### src/rtl/spi_pkg.sv
// spi_pkg
//   Shared definitions for the SPI target port: FSM state encoding, the
//   width of the frame-length field and a helper that maps a requested
//   frame length onto a legal one.
//   No ports (package).
package spi_pkg;

  typedef enum logic {
    IDLE  = 1'b0,
    SHIFT = 1'b1
  } spi_state_t;

  // Width of num_bits and of the internal length / bit counters.
  localparam int LEN_W = 5;

  // Frame length held in the length register out of reset.
  localparam logic [LEN_W-1:0] DEFAULT_LEN = 5'd16;

  // A zero or over-long request means "use the full data width".
  function automatic logic [LEN_W-1:0] clamp_len(input logic [LEN_W-1:0] requested,
                                                 input logic [LEN_W-1:0] max_len);
    return ((requested == '0) || (requested > max_len)) ? max_len : requested;
  endfunction

endpackage

### src/rtl/spi_slave_port_if.sv
// spi_slave_port_if
//   Valid/ready streams between the SPI target port and the register
//   wrapper: a TX word going out on SDO and an RX word assembled from SDI.
//   master modport : register wrapper side (produces TX, consumes RX)
//   slave modport  : SPI target port side
interface spi_slave_port_if #(
  parameter int DATA_WIDTH = 24
);

  logic [DATA_WIDTH-1:0] tx_data;
  logic                  tx_valid;
  logic                  tx_ready;
  logic [DATA_WIDTH-1:0] rx_data;
  logic                  rx_valid;
  logic                  rx_ready;

  modport master (
    output tx_data, tx_valid, rx_ready,
    input  tx_ready, rx_data, rx_valid
  );

  modport slave (
    input  tx_data, tx_valid, rx_ready,
    output tx_ready, rx_data, rx_valid
  );

endinterface

### src/rtl/spi_sync_edge.sv
// spi_sync_edge
//   Synchroniser for one asynchronous SPI pin plus registered edge pulses.
//   S_AXI_ACLK     in  clock
//   S_AXI_ARESETN  in  asynchronous active-low reset
//   pin            in  raw pin level
//   level          out synchronised level
//   rise / fall    out one-cycle pulses, one clock after the synchronised edge
module spi_sync_edge #(
  parameter int   SYNC_STAGES = 2,
  parameter logic RESET_VAL   = 1'b0
) (
  input  logic S_AXI_ACLK,
  input  logic S_AXI_ARESETN,
  input  logic pin,
  output logic level,
  output logic rise,
  output logic fall
);

  logic [SYNC_STAGES-1:0] sync_q;
  logic                   prev_q;
  logic [SYNC_STAGES:0]   primed_q;

  // Edge pulses stay masked until the chain and the previous-level flop
  // hold real pin samples, so a pin already away from its idle level at
  // reset release never looks like a fresh edge.
  always_ff @(posedge S_AXI_ACLK or negedge S_AXI_ARESETN) begin
    if (!S_AXI_ARESETN) begin
      sync_q   <= {SYNC_STAGES{RESET_VAL}};
      prev_q   <= RESET_VAL;
      primed_q <= '0;
      rise     <= 1'b0;
      fall     <= 1'b0;
    end else begin
      sync_q   <= {sync_q[SYNC_STAGES-2:0], pin};
      prev_q   <= sync_q[SYNC_STAGES-1];
      primed_q <= {primed_q[SYNC_STAGES-1:0], 1'b1};
      rise     <= primed_q[SYNC_STAGES] &  sync_q[SYNC_STAGES-1] & ~prev_q;
      fall     <= primed_q[SYNC_STAGES] & ~sync_q[SYNC_STAGES-1] &  prev_q;
    end
  end

  assign level = sync_q[SYNC_STAGES-1];

endmodule

### src/rtl/spi_slave_port.sv
// spi_slave_port
//   SPI mode-0 target, MSB first, 1..DATA_WIDTH-bit frames. Deserialises
//   SDI into an RX stream word and serialises the queued TX word on SDO.
//   S_AXI_ACLK, S_AXI_ARESETN  clock, asynchronous active-low reset
//   SCK, SDI, CS_              pins from the external master (asynchronous)
//   SDO, SDO_EN                target data out and its pad enable
//   num_bits                   frame length sampled at the start of a frame
//   stream                     TX/RX valid-ready streams (slave modport)
//   tx_underrun, rx_overflow   sticky status, cleared by clr_status
//   frame_abort                one-cycle pulse when CS_ ends a short frame
module spi_slave_port
  import spi_pkg::*;
#(
  parameter int DATA_WIDTH  = 24,
  parameter int SYNC_STAGES = 2
) (
  input  logic             S_AXI_ACLK,
  input  logic             S_AXI_ARESETN,
  input  logic             SCK,
  input  logic             SDI,
  input  logic             CS_,
  output logic             SDO,
  output logic             SDO_EN,
  input  logic [LEN_W-1:0] num_bits,
  input  logic             clr_status,
  output logic             tx_underrun,
  output logic             rx_overflow,
  output logic             frame_abort,
  spi_slave_port_if.slave  stream
);

  localparam logic [LEN_W-1:0] MAX_LEN = LEN_W'(DATA_WIDTH);

  logic sck_level, sck_rise, sck_fall;
  logic sdi_level, sdi_rise, sdi_fall;
  logic cs_level, cs_rise, cs_fall;

  spi_state_t state_q, state_d;
  logic start_frame, finish_frame, abort_frame;

  logic [LEN_W-1:0]      len_q, bit_cnt_q, len_start;
  logic [DATA_WIDTH-1:0] shift_in_q, shift_out_q;
  logic [DATA_WIDTH-1:0] tx_hold_q, tx_src, tx_aligned;
  logic                  tx_full_q;
  logic [DATA_WIDTH-1:0] rx_data_q;
  logic                  rx_valid_q;

  spi_sync_edge #(.SYNC_STAGES(SYNC_STAGES), .RESET_VAL(1'b0)) u_sck (
    .S_AXI_ACLK(S_AXI_ACLK), .S_AXI_ARESETN(S_AXI_ARESETN), .pin(SCK),
    .level(sck_level), .rise(sck_rise), .fall(sck_fall)
  );

  spi_sync_edge #(.SYNC_STAGES(SYNC_STAGES), .RESET_VAL(1'b0)) u_sdi (
    .S_AXI_ACLK(S_AXI_ACLK), .S_AXI_ARESETN(S_AXI_ARESETN), .pin(SDI),
    .level(sdi_level), .rise(sdi_rise), .fall(sdi_fall)
  );

  spi_sync_edge #(.SYNC_STAGES(SYNC_STAGES), .RESET_VAL(1'b1)) u_cs (
    .S_AXI_ACLK(S_AXI_ACLK), .S_AXI_ARESETN(S_AXI_ARESETN), .pin(CS_),
    .level(cs_level), .rise(cs_rise), .fall(cs_fall)
  );

  wire unused_sync = &{1'b0, sck_level, sdi_rise, sdi_fall, cs_level};

  // State register.
  always_ff @(posedge S_AXI_ACLK or negedge S_AXI_ARESETN) begin
    if (!S_AXI_ARESETN) state_q <= IDLE;
    else                state_q <= state_d;
  end

  // Frame sequencing. Completion is recognised on the SCK rise that
  // samples the last bit; it wins over a CS_ rise in the same cycle.
  always_comb begin
    state_d      = state_q;
    start_frame  = 1'b0;
    finish_frame = 1'b0;
    abort_frame  = 1'b0;
    case (state_q)
      IDLE: begin
        if (cs_fall) begin
          start_frame = 1'b1;
          state_d     = SHIFT;
        end
      end
      SHIFT: begin
        if (sck_rise && ((bit_cnt_q + LEN_W'(1)) == len_q)) begin
          finish_frame = 1'b1;
          state_d      = IDLE;
        end else if (cs_rise) begin
          abort_frame = 1'b1;
          state_d     = IDLE;
        end
      end
      default: state_d = IDLE;
    endcase
  end

  // The TX word is left-aligned in the shift register so SDO always comes
  // from the top bit whatever the frame length.
  always_comb begin
    len_start  = clamp_len(num_bits, MAX_LEN);
    tx_src     = tx_full_q ? tx_hold_q : '0;
    tx_aligned = tx_src << (MAX_LEN - len_start);
  end

  // Shift registers, bit counter and SDO.
  always_ff @(posedge S_AXI_ACLK or negedge S_AXI_ARESETN) begin
    if (!S_AXI_ARESETN) begin
      len_q       <= DEFAULT_LEN;
      bit_cnt_q   <= '0;
      shift_in_q  <= '0;
      shift_out_q <= '0;
      SDO         <= 1'b0;
    end else if (start_frame) begin
      len_q       <= len_start;
      bit_cnt_q   <= '0;
      shift_in_q  <= '0;
      shift_out_q <= tx_aligned;
      SDO         <= tx_aligned[DATA_WIDTH-1];
    end else if (state_q == SHIFT) begin
      if (sck_rise) begin
        shift_in_q <= {shift_in_q[DATA_WIDTH-2:0], sdi_level};
        bit_cnt_q  <= bit_cnt_q + LEN_W'(1);
      end
      if (sck_fall) begin
        shift_out_q <= shift_out_q << 1;
        SDO         <= shift_out_q[DATA_WIDTH-2];
      end
      if (finish_frame || abort_frame) SDO <= 1'b0;
    end
  end

  // TX holding register. A word offered while the frame start empties an
  // already-empty register is kept for the following frame.
  always_ff @(posedge S_AXI_ACLK or negedge S_AXI_ARESETN) begin
    if (!S_AXI_ARESETN) begin
      tx_hold_q <= '0;
      tx_full_q <= 1'b0;
    end else if (start_frame && tx_full_q) begin
      tx_full_q <= 1'b0;
    end else if (stream.tx_valid && !tx_full_q) begin
      tx_hold_q <= stream.tx_data;
      tx_full_q <= 1'b1;
    end
  end

  // RX output register and status flags. The newest frame always replaces
  // the RX word; clr_status beats a same-cycle flag set.
  always_ff @(posedge S_AXI_ACLK or negedge S_AXI_ARESETN) begin
    if (!S_AXI_ARESETN) begin
      rx_data_q   <= '0;
      rx_valid_q  <= 1'b0;
      tx_underrun <= 1'b0;
      rx_overflow <= 1'b0;
      frame_abort <= 1'b0;
    end else begin
      if (finish_frame) begin
        rx_data_q  <= {shift_in_q[DATA_WIDTH-2:0], sdi_level};
        rx_valid_q <= 1'b1;
      end else if (stream.rx_ready) begin
        rx_valid_q <= 1'b0;
      end
      if (clr_status)                                       tx_underrun <= 1'b0;
      else if (start_frame && !tx_full_q)                   tx_underrun <= 1'b1;
      if (clr_status)                                       rx_overflow <= 1'b0;
      else if (finish_frame && rx_valid_q && !stream.rx_ready) rx_overflow <= 1'b1;
      frame_abort <= abort_frame;
    end
  end

  assign SDO_EN          = (state_q == SHIFT);
  assign stream.tx_ready = ~tx_full_q;
  assign stream.rx_data  = rx_data_q;
  assign stream.rx_valid = rx_valid_q;

endmodule

### src/flat_wrapper.sv
// flat-port wrapper written by rule: the top's interface ports become plain ports
module spi_slave_port_flat import spi_pkg::*;
#(
  parameter int DATA_WIDTH  = 24,
  parameter int SYNC_STAGES = 2
)
  (S_AXI_ACLK, S_AXI_ARESETN, SCK, SDI, CS_, SDO, SDO_EN, num_bits, clr_status, tx_underrun, rx_overflow, frame_abort, stream_tx_data, stream_tx_valid, stream_rx_ready, stream_tx_ready, stream_rx_data, stream_rx_valid);
  spi_slave_port_if #(.DATA_WIDTH(DATA_WIDTH)) stream_i ();
  input  logic S_AXI_ACLK;
  input  logic S_AXI_ARESETN;
  input  logic SCK;
  input  logic SDI;
  input  logic CS_;
  output logic SDO;
  output logic SDO_EN;
  input  logic [LEN_W-1:0] num_bits;
  input  logic clr_status;
  output logic tx_underrun;
  output logic rx_overflow;
  output logic frame_abort;
  input wire logic [$bits(stream_i.tx_data)-1:0] stream_tx_data;
  input wire logic [$bits(stream_i.tx_valid)-1:0] stream_tx_valid;
  input wire logic [$bits(stream_i.rx_ready)-1:0] stream_rx_ready;
  output wire logic [$bits(stream_i.tx_ready)-1:0] stream_tx_ready;
  output wire logic [$bits(stream_i.rx_data)-1:0] stream_rx_data;
  output wire logic [$bits(stream_i.rx_valid)-1:0] stream_rx_valid;
  assign stream_i.tx_data = stream_tx_data;
  assign stream_i.tx_valid = stream_tx_valid;
  assign stream_i.rx_ready = stream_rx_ready;
  assign stream_tx_ready = stream_i.tx_ready;
  assign stream_rx_data = stream_i.rx_data;
  assign stream_rx_valid = stream_i.rx_valid;
  spi_slave_port #(.DATA_WIDTH(DATA_WIDTH), .SYNC_STAGES(SYNC_STAGES)) u_core (.S_AXI_ACLK(S_AXI_ACLK), .S_AXI_ARESETN(S_AXI_ARESETN), .SCK(SCK), .SDI(SDI), .CS_(CS_), .SDO(SDO), .SDO_EN(SDO_EN), .num_bits(num_bits), .clr_status(clr_status), .tx_underrun(tx_underrun), .rx_overflow(rx_overflow), .frame_abort(frame_abort), .stream(stream_i));
endmodule
### config.mk
export PLATFORM = sky130hd
export DESIGN_NAME = spi_slave_port_flat
export DESIGN_NICKNAME = d
export VERILOG_FILES = /design/src/rtl/spi_pkg.sv /design/src/rtl/spi_slave_port_if.sv /design/src/rtl/spi_sync_edge.sv /design/src/rtl/spi_slave_port.sv /design/src/flat_wrapper.sv
export SDC_FILE = /design/constraint.sdc
export NUM_CORES = 1
export LEC_CHECK = 0
export ABC_AREA = 1
export CORE_MARGIN = 2
export CORE_UTILIZATION = 35
export DETAILED_ROUTE_END_ITERATION = 7
export GPL_TIMING_DRIVEN = 0
export SETUP_SLACK_MARGIN = 0.15
export SLEW_MARGIN = 20
export SYNTH_ARGS = -nofsm -noshare
export SYNTH_HDL_FRONTEND = slang
export SYNTH_SLANG_ARGS = --single-unit
### constraint.sdc
create_clock -name S_AXI_ACLK -period 2 [get_ports S_AXI_ACLK]
set_clock_uncertainty 0.05 [all_clocks]
set_input_delay 0.2 -clock S_AXI_ACLK [delete_from_list [all_inputs] [get_ports S_AXI_ACLK]]
set_output_delay 0.2 -clock S_AXI_ACLK [all_outputs]
set_load 0.03 [all_outputs]
-- After elaboration in Yosys (flattened, before gate mapping)
Index checks and enable logic that the tools add are counted.
- input port bits: 37
- memories kept: 0
- bits in latches: 0
- bits in read-only memories: 0
- RAM bits: 0
- register bits: 129
- eq/ne operators: 1
- bitwise logic cells: 15
- mux-type cells: 33
- magnitude comparators: 1
- shifts and indexed selects: 1
- reductions and logical operators: 23
- add/sub/neg operators: 2
- $mul: 0
- div/mod/pow operators: 0
- operators with widths (operator ; count):
    $mux 23 ; 6
    $mux 24 ; 1
    $shl 24x5->24 ; 1
    $mux 1 ; 21
    $mux 5 ; 4
    $reduce_bool 2->1 ; 7
    $and 1x1->1 ; 8
    $reduce_and 2->1 ; 4
    $not 1->1 ; 7
    $logic_and 1x1->1 ; 6
    $add 5x1->5 const B ; 1
    $eq 5x5->1 ; 1
    $gt 5x5->1 const B ; 1
    $logic_not 5->1 ; 1
    $sub 5x5->5 const A ; 1
    $reduce_bool 3->1 ; 1
    $logic_not 1->1 ; 2
    $logic_or 1x1->1 ; 2
    $pmux 1 s2 ; 1

-- Logic depth before layout (Yosys ltp)
Gate-level depths: netlist of run 1.
- depth in word-level cells: 9
- gate-level depth with buffers: 15
- gate-level depth less buffers: 14

-- Modules after synthesis
Synthesis of run 1 repeated with hierarchy kept, for this count alone.
- cells, all modules: 778
- area, all modules: 6582.6 um^2
- by module, submodules not included (module ; times used ; sequential area each (um^2) ; area an instance (um^2) ; cells each):
    spi_slave_port ; 1 ; 2778.9 ; 5921.9 ; 739
    spi_sync_edge (u_core.u_sck ...) ; 2 ; 200.2 ; 219.0 ; 13
    spi_sync_edge (u_core.u_cs) ; 1 ; 203.9 ; 222.7 ; 13

-- Worst setup path after synthesis of run 1
Ideal clock, no wire load.
- kind: input -> register
- start: in num_bits[3]
- end: reg u_core.shift_out_q[22]
- library setup time: 124 ps
- arrival time: 1879 ps
- stages: 13
- slack: -53 ps
- buffers on the path: 3
- required time: 1826 ps
- cells stage by stage: buf_6 > nand2_4 > nand2_8 > buf_4 > ha_1 > clkinv_1 > buf_2 > o211ai_1 > nand3_1 > nand3_1 > nand3_1 > nand2_1 > a21oi_2
- longest elaborated chain between the ends: 6
- elaborated cells between the ends (all ways): 7
- those cells by class: add/sub (1); order compare (1); shift (1); mux (2); reduce/logical (2)
- ends and longest elaborated chain (item ; line ; source):
    start, declared ; flat_wrapper.sv:16 ; input logic [LEN_W-1:0] num_bits;
    $gt 5x5->1 or $logic_not 5->1 (tied branches) ; spi_pkg.sv:22 ; return ((requested == '0) || (requested > max_len)) ? max_len : requested;
    $logic_or 1x1->1 ; spi_pkg.sv:22 ;
    $mux 5 * ; spi_pkg.sv:22 ;
    $sub 5x5->5 * ; spi_slave_port.sv:103 ; tx_aligned = tx_src << (MAX_LEN - len_start);
    $shl 24x5->24 * ; spi_slave_port.sv:103 ;
    $mux 23 * ; spi_slave_port.sv:114 ; end else if (start_frame) begin
    end signal, assigned ; spi_slave_port.sv:118 ; shift_out_q <= tx_aligned;
    end signal, assigned ; spi_slave_port.sv:126 ; shift_out_q <= shift_out_q << 1;
    end, declared ; spi_slave_port.sv:42 ; logic [DATA_WIDTH-1:0] shift_in_q, shift_out_q;
Every way passes the cells marked *; elsewhere a longest branch is shown, timed or not.
A chain may end at the register's enable or synchronous reset.

-- Worst setup path after layout of run 1
- start: reg u_core.bit_cnt_q[0]
- end: reg u_core.rx_data_q[14] (netlist: u_core.stream.rx_data[14])
- longest elaborated chain between the ends: 5
- ends and longest elaborated chain (item ; line ; source):
    start, declared ; spi_slave_port.sv:41 ; logic [LEN_W-1:0] len_q, bit_cnt_q, len_start;
    start signal, assigned ; spi_slave_port.sv:123 ; bit_cnt_q <= bit_cnt_q + LEN_W'(1);
    $add 5x1->5 ; spi_slave_port.sv:86 ; if (sck_rise && ((bit_cnt_q + LEN_W'(1)) == len_q)) begin
    $eq 5x5->1 ; spi_slave_port.sv:86 ;
    $logic_and 1x1->1 ; spi_slave_port.sv:86 ;
    $mux 1 ; spi_slave_port.sv:86 ;
    $mux 1 ; spi_slave_port.sv:78 ; case (state_q)
    end signal, assigned ; spi_slave_port.sv:158 ; rx_data_q <= {shift_in_q[DATA_WIDTH-2:0], sdi_level};
    end, declared ; spi_slave_port.sv:45 ; logic [DATA_WIDTH-1:0] rx_data_q;
Every way passes these cells.

==> flow_metrics.tcl, run 1 <==
set metrics [dict create \
    fin_util 0.466 \
    fmaxAchievable_mhz 524 \
    worst_pin_slew_ns 0.519 \
    gr-total-overflow 0 \
    cp_num_cells 12 \
    initial_utilization 0.357 \
    cp_slowest_cell "dfrtp_1" \
    leakage_nw 3.81 \
    num_rows 49 \
    die_y_um 139 \
    worst_setup_path_end_kind "flop" \
    final_nets 901 \
    hold_path_class "input pin to flop" \
    h-tree-depth 4 \
    yosysMostFrequentCell "nand2_1" \
    status "finished clean" \
    drcViolationCount 0 \
    cts_buffers 17 \
    worstPathCellList "ha_4 -> inv_2 -> nand2_1 -> nand3_1 -> nor2_2 -> nand3_4 -> nor3_4 -> inv_4 -> buf_8 -> buf_8 -> nand2_2 -> o21ai_1" \
    finalSetupViolations 0 \
    layout-drive-gt1-share 0.218 \
    core_sq_um 18000 \
    placed_area_sq_um 7410 \
    synth_top_area_cell "dfrtp_1" \
    drt-total-wl_um 15800 \
    avgSynthCellArea_sq_um 8.42 \
    rsz0062_at_grt "yes" \
    grt_start_max_net_pins 85 \
    cts_root_buffer "clkbuf_16" \
    synth_top_family_by_area "simple AND/OR/NAND/NOR gates" \
    gp_congestion 0.895 \
    grt_pass1_wl_um 25700 \
    cp_top_family "simple AND/OR/NAND/NOR gates" \
    synth-seq-area-share 0.492 \
    final_cell_area_sq_um 8370 \
    period_needed_ns 1.91 \
    syn-num-nets 801 \
    synth_adder_area_share 0.00390 \
    clock_latency_ns 0.42 \
    relSlewSlack 0.654 \
    first_global_vias 4956 \
    grt.total_usage 0.164 \
    die_x_um 139 \
    synth_ff_type "dfrtp_1" \
    dieArea_sq_um 19400 \
    ys.warnings.count 0 \
    synth-simple-area-share 0.241 \
    ys_types 35 \
    critPathMostFrequentCell "buf_8" \
    rr_worst_depth 12 \
    io-pin-count 68 \
    crit_buf_inv 4 \
    p_per_area_nw_per_um2 1150 \
    min_path_cells 4 \
    dr.first_iter.drc_count 377 \
    ctsLongestPathBuffers 2 \
    ant_nets 0 \
    start_kind "flop" \
    max_stage_delay_ns 0.42 \
    yosys-top-cells-count "187 x nand2_1, 122 x dfrtp_1, 94 x nand3_1, 62 x inv_1, 60 x o21ai_0" \
    clk_pin_slew_ns 0.06 \
    vias 5404 \
    ys_ff_latch 126 \
    netlist_area_sq_um 6420 \
    dpl.hpwl_um 11400 \
    wl_per_cell_um 14.3 \
    first_pass_iters 6 \
    final-hold-violation-count 0 \
    maxSlewViolCount 0 \
    yosysTopAreaCellShare 0.476 \
    drv_cap 0 \
    ir_worst_vdd_mv 0.674 \
    path_class "flop to flop" \
    finalCritPeriodShare 0.953 \
    via_per_inst 4.89 \
    synth-edff-count 0 \
    ys_top_cells_by_area "dfrtp_1 48%, nand2_1 11%, nand3_1 7.3%" \
    async_flop_share 1.00 \
    n_antenna_cell 0 \
    cts_sinks 126 \
    synth-xor-area-share 0 \
    ff2ff_setup_slack_ns 0.09 \
    synth_compound_area_frac 0.139 \
    cp_max_fo 5 \
    area_growth_pct 30.4 \
    netlist_instances 762 \
    port_buffers 65 \
    required_ns 2.25 \
    muxShareOfSynthArea 0.0404 \
    cts_tree "done" \
    arrival_ns 2.16 \
    antenna_found_initial 0 \
]
[where the power goes]
part / internal [mW] / switching, mW
clock network: 1.87 / 1.15
logic: 1.30 / 1.81
registers: 3.16 / 0.343
[sequential cells by signal (all words and copies together), names as in the netlist, 2 cells and up]
register / flops
u_core.tx_hold_q: 24
u_core.shift_in_q: 23
u_core.stream.rx_data: 24
u_core.len_q: 5
u_core.shift_out_q: 23
u_core.u_cs.sync_q: 2
u_core.bit_cnt_q: 5
u_core.u_sck.sync_q: 2
u_core.u_sck.primed_q: 2
u_core.u_sdi.sync_q: 2
[repair_timing]
action,CTS,global route
hold buffers,1,0
gates resized for setup,34,75
hold endpoints to repair,42,0
setup buffers,5,6
setup endpoints to repair,70,92
pin swaps,3,18
gates cloned,0,3
[final cells by class]
cell class,instances,area (sq um)
fillers,1774,9600
well taps,229,287
multi-input cells,526,2870
plain buffers,40,342
repair buffers,81,855
clock inverters,13,140
flip-flops and latches,126,3160
inverters,70,278
clock buffers,19,443
[final timing paths]
check	startpoint	endpoint
setup / recovery	u_core.bit_cnt_q[0]	u_core.stream.rx_data[14]
hold / removal	num_bits[3]	u_core.len_q[4]
setup reg to reg	u_core.bit_cnt_q[0]	u_core.stream.rx_data[14]
hold reg to reg	u_core.u_sck.primed_q[1]	u_core.u_cs.primed_q[2]
max in group asynchronous	S_AXI_ARESETN	u_core.shift_out_q[15]
min in group asynchronous	S_AXI_ARESETN	u_core.shift_in_q[9]
[placed cells by master (no fill, tap or decap), types with 2 or more instances in the layout]
cell	n
ha_4	2
dlymetal6s2s_1	2
buf_4	13
a21oi_1	30
nor2_1	33
clkinv_4	5
buf_2	9
clkdlybuf4s50_1	59
nand2_1	169
inv_4	4
o21ai_0	46
nand4_1	4
nand2_2	26
clkbuf_4	4
buf_8	4
buf_6	13
clkbuf_16	20
buf_12	2
o211ai_1	8
inv_6	2
o21ai_2	10
a21oi_2	9
nand3_1	92
nand2_8	2
mux2_2	23
nand3_2	11
clkbuf_1	5
o21ai_1	25
clkinv_2	4
o22ai_1	25
inv_1	58
inv_2	7
bufinv_16	2
dfrtp_1	122
dfstp_2	4
clkbuf_2	5
[cells by family after synthesis]
group,after synthesis
multiplexers,23
buffers and inverters,110
AND/OR/NAND/NOR,344
flip-flops,126
other,1
adder cells (fa/ha/maj),2
AO/OA/AOI/OAI,156
[through the flow]
| step | setup TNS (ns) | setup slack, ns | hold WS [ns] | power, mW | instances |
|---|---|---|---|---|---|
| after detailed placement | -18.78 | -0.761 | 0.0572 | 6.36 | 1057 |
| after floorplan | 0 | 0.154 | -0.146 | 5.55 | 762 |
| final | 0 | 0.0934 | 0.0808 | 9.63 | 1104 |
| after global placement | -562.95 | -4.39 | 0.281 | 6.31 | 1056 |
| after global routing | -0.0821 | -0.0155 | 0.0940 | 10.3 | 1104 |
| after CTS | 0 | 0.0435 | 0.0671 | 9.46 | 1095 |
[worst register-to-register path, stage by stage (launching register included)]
cell and delay, ns:
dfrtp_1 0.42, ha_4 0.28, inv_2 0.03, nand2_1 0.05
nand3_1 0.08, nor2_2 0.13, nand3_4 0.10, nor3_4 0.18
inv_4 0.09, buf_8 0.15, buf_8 0.13, nand2_2 0.05
o21ai_1 0.06
[layer usage]
metal / vias up / part of all wire / GRT usage
li1: 2753 / - / -
met1: 2522 / 0.51 / 0.247
met2: 108 / 0.44 / 0.234
met3: 21 / 0.038 / 0.0299
met4: 0 / 0.016 / 0.0649
met5: - / 0 / 0
Note: power is estimated with default switching activity, not from simulation.
==> inputs of run 2 (changes only) <==
GPL_TIMING_DRIVEN = default   (was 0)
SLEW_MARGIN = default   (was 20)
==> run 2 against run 1 <==
  * Worst hold slack better by 0.073 ns
  * Wire length shrank 1.6%
  * Die area unchanged
  * Critical path type unchanged
  * Via count increased by 1.2%
  * First-iteration DRC count up 25%
==> flow_metrics.tcl, run 2 (synthesized netlist as in run 1, its figures left out) <==
set metrics [dict create \
    die_y_um 139 \
    cp_top_family "simple AND/OR/NAND/NOR gates" \
    port_buffers 67 \
    fmaxAchievable_mhz 522 \
    core_sq_um 18000 \
    cts_sinks 126 \
    antenna_found_initial 0 \
    worstPathCellList "ha_4 -> inv_4 -> nand2_2 -> nand3_2 -> nor2_2 -> nand3_2 -> nor3_4 -> inv_4 -> buf_16 -> nand2_1 -> o21ai_2" \
    final_common_cell "nand2_1" \
    clock_latency_ns 0.42 \
    fin_util 0.471 \
    n_antenna_cell 0 \
    worst_setup_path_end_kind "flop" \
    arrival_ns 2.18 \
    finalSetupViolations 0 \
    ctsLongestPathBuffers 2 \
    dpl.hpwl_um 10800 \
    ir_worst_vdd_mv 0.628 \
    dieArea_sq_um 19400 \
    whs_endpoint "u_core.u_cs.sync_q[0]" \
    crit_buf_inv 3 \
    drcViolationCount 0 \
    cts_tree "done" \
    drt-total-wl_um 15500 \
    min_path_cells 1 \
    ant_nets 0 \
    grt_pass1_wl_um 26300 \
    min_from "CS_" \
    p_per_area_nw_per_um2 1120 \
    setup_ws_ns 0.0828 \
    pre_cts_ws_ns -0.401 \
    leakage_nw 3.85 \
    via_per_inst 4.91 \
    vias 5468 \
    rsz0062_at_grt "yes" \
    final_nets 910 \
    grt_start_max_net_pins 51 \
    rr_worst_depth 11 \
    clk_pin_slew_ns 0.06 \
    area_growth_pct 31.8 \
    final-hold-violation-count 0 \
    dr.first_iter.drc_count 471 \
    h-tree-depth 4 \
    first_pass_iters 5 \
    max_stage_delay_ns 0.41 \
    gr-total-overflow 0 \
    period_needed_ns 1.92 \
    first_global_vias 5254 \
    drv_cap 0 \
    initial_utilization 0.357 \
    die_x_um 139 \
    finalCritPeriodShare 0.959 \
    start_kind "flop" \
    ff2ff_setup_slack_ns 0.08 \
    r2r-end "u_core.stream.rx_data[19]" \
    grt.total_usage 0.166 \
    gp_congestion 0.883 \
    placed_cells 1067 \
    stdcell_count 1113 \
    final_cell_mix "178 x nand2_1, 121 x dfrtp_1, 91 x nand3_1" \
    wl_per_cell_um 14.0 \
    cp_max_fo 24 \
    io-pin-count 68 \
    layout-drive-gt1-share 0.218 \
    path_class "flop to flop" \
    cp_slowest_cell "dfrtp_1" \
    num_rows 49 \
    cts_root_buffer "clkbuf_16" \
    cts_buffers 17 \
    required_ns 2.26 \
    r2r_start "u_core.bit_cnt_q[0]" \
    setup_tns_ns 0 \
    hold_path_class "input pin to flop" \
    maxSlewViolCount 0 \
    status "finished clean" \
]
## run 2: stage by stage
step	hold slack [ns]	total power [mW]	area (sq um)
after global placement	0.117	6.44	7620
after floorplan	-0.146	5.55	6440
after global routing	0.154	10.1	8460
final	0.154	9.45	8460
after detailed placement	0.115	6.47	7620
after CTS	0.139	9.36	8330
## run 2: cell type report
cell class                      count  area (sq um)
Clock buffer                       18           429
Multi-Input combinational cell    526          2850
Tap cell                          229           287
Timing Repair Buffer              130          1340
Inverter                           70           280
Sequential cell                   126          3160
Clock inverter                     14           113
Fill cell                        1743          9510
## run 2: timing repair
action / CTS / global route
endpoints found under the setup margin: 45 / 50
pin swaps: 1 / 4
hold buffers: 1 / 0
hold endpoints to repair: 28 / 0
gates cloned: 3 / 0
buffers inserted: 3 / 7
resized for setup: 24 / 25
## run 2: power by group
part / switching, mW / internal, mW
clock: 1.20 / 1.60
sequential: 0.355 / 3.16
combinational: 1.78 / 1.36
## run 2: how the worst max path moves through the flow
stage,from,end,slack [ns],depth (start not counted)
after global routing,u_core.bit_cnt_q[0],u_core.stream.rx_data[10],-0.05,10
final,u_core.bit_cnt_q[0],u_core.stream.rx_data[19],0.08,11
after CTS,u_core.bit_cnt_q[0],u_core.stream.rx_data[1],0.07,10
after floorplan,num_bits[3],u_core.shift_out_q[22],0.15,13
after detailed placement,num_bits[4],u_core.shift_out_q[19],-0.40,11
after global placement,num_bits[4],u_core.shift_out_q[19],-0.37,11
## run 2: per-layer routing
| metal | global-route usage | up-vias | part of all wire |
|---|---|---|---|
| met5 | 0 | - | 0 |
| met4 | 0.0643 | 0 | 0.018 |
| met3 | 0.0310 | 24 | 0.035 |
| met2 | 0.235 | 111 | 0.43 |
| met1 | 0.251 | 2559 | 0.52 |
| li1 | - | 2774 | - |
## run 2: worst reg2reg max path, cell delays in order, from the launching register on
cell	delay [ns]
dfrtp_1	0.41
ha_4	0.29
inv_4	0.03
nand2_2	0.05
nand3_2	0.07
nor2_2	0.09
nand3_2	0.12
nor3_4	0.24
inv_4	0.15
buf_16	0.20
nand2_1	0.08
o21ai_2	0.05
